--- config.mk ---
export PLATFORM = sky130hd
export DESIGN_NAME = reg_memoria_pipe
export DESIGN_NICKNAME = d
export VERILOG_FILES = /design/src/rtl/reg_memoria_pkg.sv /design/src/rtl/reg_memoria_stage.sv /design/src/rtl/reg_memoria_pipe.sv
export SDC_FILE = /design/constraint.sdc
export NUM_CORES = 1
export LEC_CHECK = 0
export CAP_MARGIN = 30
export CORE_MARGIN = 2
export CORE_UTILIZATION = 25
export CTS_BUF_LIST = sky130_fd_sc_hd__clkbuf_8
export DETAILED_ROUTE_END_ITERATION = 10
export PLACE_DENSITY = 0.54
export SLEW_MARGIN = 5
export SYNTH_ARGS = -nofsm -noshare
export SYNTH_HDL_FRONTEND = slang
export SYNTH_SLANG_ARGS = --single-unit
--- constraint.sdc ---
create_clock -name clk -period 2.55 [get_ports clk]
set_input_delay 0.765 -clock clk [delete_from_list [all_inputs] [get_ports clk]]
set_output_delay 0.765 -clock clk [all_outputs]
set_load 0.1 [all_outputs]
--- src/rtl/reg_memoria_pkg.sv ---
// rtl/reg_memoria_pkg.sv - shared edge-select constants and width helper for the memory data-path pipe
package reg_memoria_pkg;

  localparam int EDGE_POS = 0;
  localparam int EDGE_NEG = 1;

  // Smallest w with 2**w >= value; used to size the occupancy count.
  function automatic int clog2(input int value);
    int width;
    width = 0;
    while ((1 << width) < value) width++;
    return width;
  endfunction

endpackage

--- src/rtl/reg_memoria_stage.sv ---
// rtl/reg_memoria_stage.sv - one valid+data register pair of the elastic memory pipe
module reg_memoria_stage
  import reg_memoria_pkg::*;
#(
  parameter int WIDTH    = 32,
  parameter int NEG_EDGE = EDGE_NEG
) (
  input  logic             clk,
  input  logic             reset,
  input  logic             load,
  input  logic             clear,
  input  logic             up_valid,
  input  logic [WIDTH-1:0] up_data,
  output logic             valid,
  output logic [WIDTH-1:0] data
);

  logic             valid_d, valid_q;
  logic [WIDTH-1:0] data_d, data_q;

  // Data only moves when a real word arrives; a flush leaves data untouched.
  always_comb begin
    valid_d = valid_q;
    data_d  = data_q;
    if (clear) begin
      valid_d = 1'b0;
    end else if (load) begin
      valid_d = up_valid;
      if (up_valid) data_d = up_data;
    end
  end

  generate
    if (NEG_EDGE == EDGE_NEG) begin : g_neg
      always_ff @(negedge clk or posedge reset) begin
        if (reset) begin
          valid_q <= 1'b0;
          data_q  <= '0;
        end else begin
          valid_q <= valid_d;
          data_q  <= data_d;
        end
      end
    end else begin : g_pos
      always_ff @(posedge clk or posedge reset) begin
        if (reset) begin
          valid_q <= 1'b0;
          data_q  <= '0;
        end else begin
          valid_q <= valid_d;
          data_q  <= data_d;
        end
      end
    end
  endgenerate

  assign valid = valid_q;
  assign data  = data_q;

endmodule

--- src/rtl/reg_memoria_pipe.sv ---
// rtl/reg_memoria_pipe.sv - elastic multi-stage pipeline register with bubble collapsing, flush and occupancy count
module reg_memoria_pipe
  import reg_memoria_pkg::*;
#(
  parameter int WIDTH    = 32,
  parameter int DEPTH    = 2,
  parameter int NEG_EDGE = EDGE_NEG,
  parameter int CW       = clog2(DEPTH + 1)
) (
  input  logic             clk,
  input  logic             reset,
  input  logic             in_valid,
  output logic             in_ready,
  input  logic [WIDTH-1:0] in_data,
  input  logic             flush,
  output logic             out_valid,
  input  logic             out_ready,
  output logic [WIDTH-1:0] out_data,
  output logic [CW-1:0]    count
);

  logic [DEPTH-1:0] stage_valid;
  logic [DEPTH-1:0] stage_ready;
  logic [DEPTH-1:0] up_valid;
  logic [WIDTH-1:0] stage_data [DEPTH];
  logic [WIDTH-1:0] up_data    [DEPTH];
  logic [CW-1:0]    count_d, count_q;
  logic             push;
  logic             pop;

  // A stage may load whenever it or anything downstream of it has room to move.
  always_comb begin : ready_chain
    logic downstream;
    downstream  = out_ready;
    stage_ready = '0;
    for (int i = DEPTH - 1; i >= 0; i--) begin
      stage_ready[i] = !stage_valid[i] || downstream;
      downstream     = stage_ready[i];
    end
  end

  always_comb begin
    up_valid    = '0;
    up_valid[0] = in_valid;
    up_data[0]  = in_data;
    for (int i = 1; i < DEPTH; i++) begin
      up_valid[i] = stage_valid[i-1];
      up_data[i]  = stage_data[i-1];
    end
  end

  generate
    for (genvar g = 0; g < DEPTH; g++) begin : g_stage
      reg_memoria_stage #(
        .WIDTH    (WIDTH),
        .NEG_EDGE (NEG_EDGE)
      ) u_stage (
        .clk      (clk),
        .reset    (reset),
        .load     (stage_ready[g]),
        .clear    (flush),
        .up_valid (up_valid[g]),
        .up_data  (up_data[g]),
        .valid    (stage_valid[g]),
        .data     (stage_data[g])
      );
    end
  endgenerate

  assign in_ready  = stage_ready[0] && !flush;
  assign out_valid = stage_valid[DEPTH-1];
  assign out_data  = stage_data[DEPTH-1];

  assign push = in_valid && in_ready;
  assign pop  = out_valid && out_ready;

  // A pop during flush is still consumed; flush simply zeroes the count.
  always_comb begin
    count_d = count_q;
    if (flush) begin
      count_d = '0;
    end else if (push && !pop) begin
      count_d = count_q + CW'(1);
    end else if (pop && !push) begin
      count_d = count_q - CW'(1);
    end
  end

  generate
    if (NEG_EDGE == EDGE_NEG) begin : g_cnt_neg
      always_ff @(negedge clk or posedge reset) begin
        if (reset) count_q <= '0;
        else       count_q <= count_d;
      end
    end else begin : g_cnt_pos
      always_ff @(posedge clk or posedge reset) begin
        if (reset) count_q <= '0;
        else       count_q <= count_d;
      end
    end
  endgenerate

  assign count = count_q;

endmodule

# [Yosys cells after proc, flatten, opt, wreduce, memory -nomap -nowiden]
# Cells that the tools add are included.
[word_totals] out_inout_bits=36 mem_bits_rw=0 register_bits=68 rom_bits=0 mem_count=0 latchBits=0
[op_classes] div_mod_pow=0 n_lt_le_gt_ge=0 reduce_logical=17 shifts=0 multipliers=0 muxes=7 n_addsub=2 bitwise=1 n_eq_ne=0
[ops] cell="2-bit 2-to-1 mux" count=3
[ops] cell="3-bit AND reduction" count=2
[ops] cell="1-bit logical AND" count=5
[ops] cell="1-bit zero test" count=5
[ops] cell="1-bit 2-to-1 mux" count=4
[ops] cell="2-bit nonzero test" count=2
[ops] cell="3-bit nonzero test" count=1
[ops] cell="2-bit by 1-bit adder with 2-bit output (second input constant)" count=1
[ops] cell="1-bit logical OR" count=2
[ops] cell="2-bit by 1-bit subtractor with 2-bit output (second input constant)" count=1
[ops] cell="1-bit NOT" count=1

# [Depth between registers and ports, before layout]
[depth] depth_word=10 mapped_depth=4 depth_no_buf=3

# [Modules after synthesis]
# A second synthesis with hierarchy kept.
[unflattened] hier_cells=161 hier_area_um2=2895.3
[modules_own_cells] mod="reg_memoria_stage" seq_area_each_um2=825.8 cells_per_inst=72 area_each_um2=1370.1 instances=2
[modules_own_cells] mod="reg_memoria_pipe" seq_area_each_um2=50.0 cells_per_inst=17 area_each_um2=155.1 instances=1

==> qor.csv <==
metric;value;unit
critPathKind;flop to primary output;
drive_above_1_share;62.4;%
synth_fa_ha_area_share;0;%
utilization;45.3;%
cts_tree;done;
critPathBufInv;2;
cp_data_arrival_time;2540;ps
grt_pass1_wl;10.4;mm
required;1790;ps
yosys_warnings;0;
routabilityCongestion;0.726;
die_x;109;um
finalHoldViolations;0;
violations;setup timing;
crit_path_start_kind;flop;
end_kind;primary output;
setup_violations;103;
rows;38;
synthSimpleGateAreaFrac;3.97;%
crit_chain;and3b_1 > buf_6 > nor2_4 > buf_12;
final_cells;438;
clock_latency;330;ps
tightest_slew;183;ps
power.leakage;2.38;nW
synth_area_per_cell;17.2;um2
synth_mux_area_share;30.5;%
synth-compound-area-share;1.40;%
grt_pass1_vias;1964;
vdd_drop_max;0.507;mV
syn2layout_area_growth;77.3;%
grt_overflow_total;0;
synth_xor_area_share;0;%
max_cap_viol_count;0;
finalClockSkew;7.54;ps
ys_seq_area_share;61.4;%
synth_top_family_by_area;multiplexers;
wl_per_cell;14.7;um
maxSlewHeadroom;87.8;%
path_clk_slew;50;ps
setup_ws;-757;ps
netlist_area;0.00277;mm2
die-area;0.0119;mm2
slew_violations;0;
vias;1760;
drt.antenna.violating_nets;0;
place_inst;396;
path_max_fanout;2;
cts_root_buffer;clkbuf_8;
status;complete, but fails checks;
cts_buffers;9;
ys_types;22;
critPathMaxStageDelay;340;ps
drt-total-wl;6.45;mm
clock_sinks;68;
grt_max_degree;30;
start_util;25.6;%
timing.setup.tns;-33270;ps
nFillCells;992;
drt-initial-drc-count;19;
via_per_inst;4.02;
rsz0062_at_grt;yes;
synth-seq-cells;68;
drc_errors;0;
nets;330;
port_buffers;72;
groute.usage.overall;11.8;%
worstHoldPathType;flop to flop;
dp_hpwl;3.93;mm
p_per_area;1030;mW/mm2
die_h;109;um
diodes;0;
total_power;5.04;mW
synthCells;161;
h-tree-depth;3;
syn-num-nets;198;
cpMaxStageDelayCell;dfrtn_1;
core;0.0108;mm2
drt-pass1-iter-count;2;
cts_buffer_depth;2;
antenna_found_initial;0;
ios;73;
path_delay_family;flip-flops;
metrics by stage:
stage	hold slack (ps)	instance area, um2	worst slack [ps]
2_1_floorplan	442	2930	-1120
3_3_place_gp	457	4390	-998
3_5_place_dp	454	4390	-1040
4_1_cts	456	4950	-775
5_1_grt	471	4910	-806
6_report	453	4910	-757
layer usage:
layer  part of all wire [%]  GRT usage [%]  up-vias
met5                      0              0        -
met2                     48           18.5       50
met1                     45           16.0      869
met3                    4.9           2.87        9
li1                       -              -      832
met4                    1.2           4.34        0
logic make-up after synthesis:
| family | after synthesis |
|---|---|
| AOI/OAI and AO/OA | 6 |
| buffers and inverters | 8 |
| and+or+nand+nor | 14 |
| DFF | 68 |
| muxes | 65 |
repair_timing:
item,4_1_cts,5_1_grt
gates cloned,7,0
pin swaps,9,2
setup endpoints to repair,104,102
resized for setup,38,15
hold buffers,0,0
buffers inserted,17,14
report_power, final:
group          total [mW]  switching [mW]  internal, mW
clock               0.822           0.436         0.386
combinational        2.65            1.46          1.19
sequential           1.57           0.229          1.34
cell usage in the layout, fill, tap and decap left out, types with 2 or more instances in the layout:
| cell | count |
|---|---|
| clkinv_4 | 2 |
| clkbuf_8 | 10 |
| dfrtn_1 | 68 |
| mux2_4 | 64 |
| and3b_1 | 2 |
| nor2_1 | 2 |
| clkdlybuf4s50_1 | 33 |
| buf_6 | 5 |
| buf_8 | 3 |
| buf_12 | 48 |
| buf_4 | 38 |
| clkinvlp_4 | 4 |
final timing paths:
kind	to	start	cells past startpoint	slack (ps)
hold / removal	g_stage[1].u_stage.data[2]	g_stage[0].u_stage.data[2]	1	450
min in group asynchronous	g_stage[1].u_stage.data[9]	reset	3	2040
setup / recovery	in_ready	g_stage[1].u_stage.valid	4	-760
max in group asynchronous	g_stage[1].u_stage.data[5]	reset	3	290
hold reg to reg	g_stage[1].u_stage.data[2]	g_stage[0].u_stage.data[2]	1	450
setup reg to reg	g_stage[0].u_stage.data[6]	g_stage[1].u_stage.valid	6	960
synth_stat cells:
cell type	n	area (um2)
o211ai_1	1	7.51
a211oi_1	1	7.51
nand3b_1	1	7.51
dfrtn_1	68	1700
a21oi_1	1	5.00
nor2_1	4	15.0
buf_6	6	67.6
nand3b_4	1	20.0
mux2_2	20	225
nor2b_2	1	8.76
mux2_4	30	450
and4bb_2	1	12.5
a31oi_1	1	6.26
mux2_1	15	169
nor2b_1	1	6.26
a21boi_0	1	7.51
nor3b_1	1	7.51
o21ai_0	1	5.00
inv_1	2	7.51
and3b_1	2	17.5
nand2b_2	1	8.76
nand2_2	1	6.26
state kept, by name, indices dropped and copies added (netlist names):
| signal | flops |
|---|---|
| count | 2 |
| g_stage.u_stage.data | 64 |
| g_stage.u_stage.valid | 2 |
area by class of cell:
class                           instances  area, um2  area share (%)
Sequential cell                        68       1700            34.6
Timing Repair Buffer                  127       1680            34.2
Multi-Input combinational cell         85       1160            23.6
Tap cell                              140        175            3.57
Clock buffer                           10        138            2.80
Clock inverter                          6       48.8           0.994
Inverter                                2       11.3           0.229
Note: power is estimated with default switching activity, not from simulation.
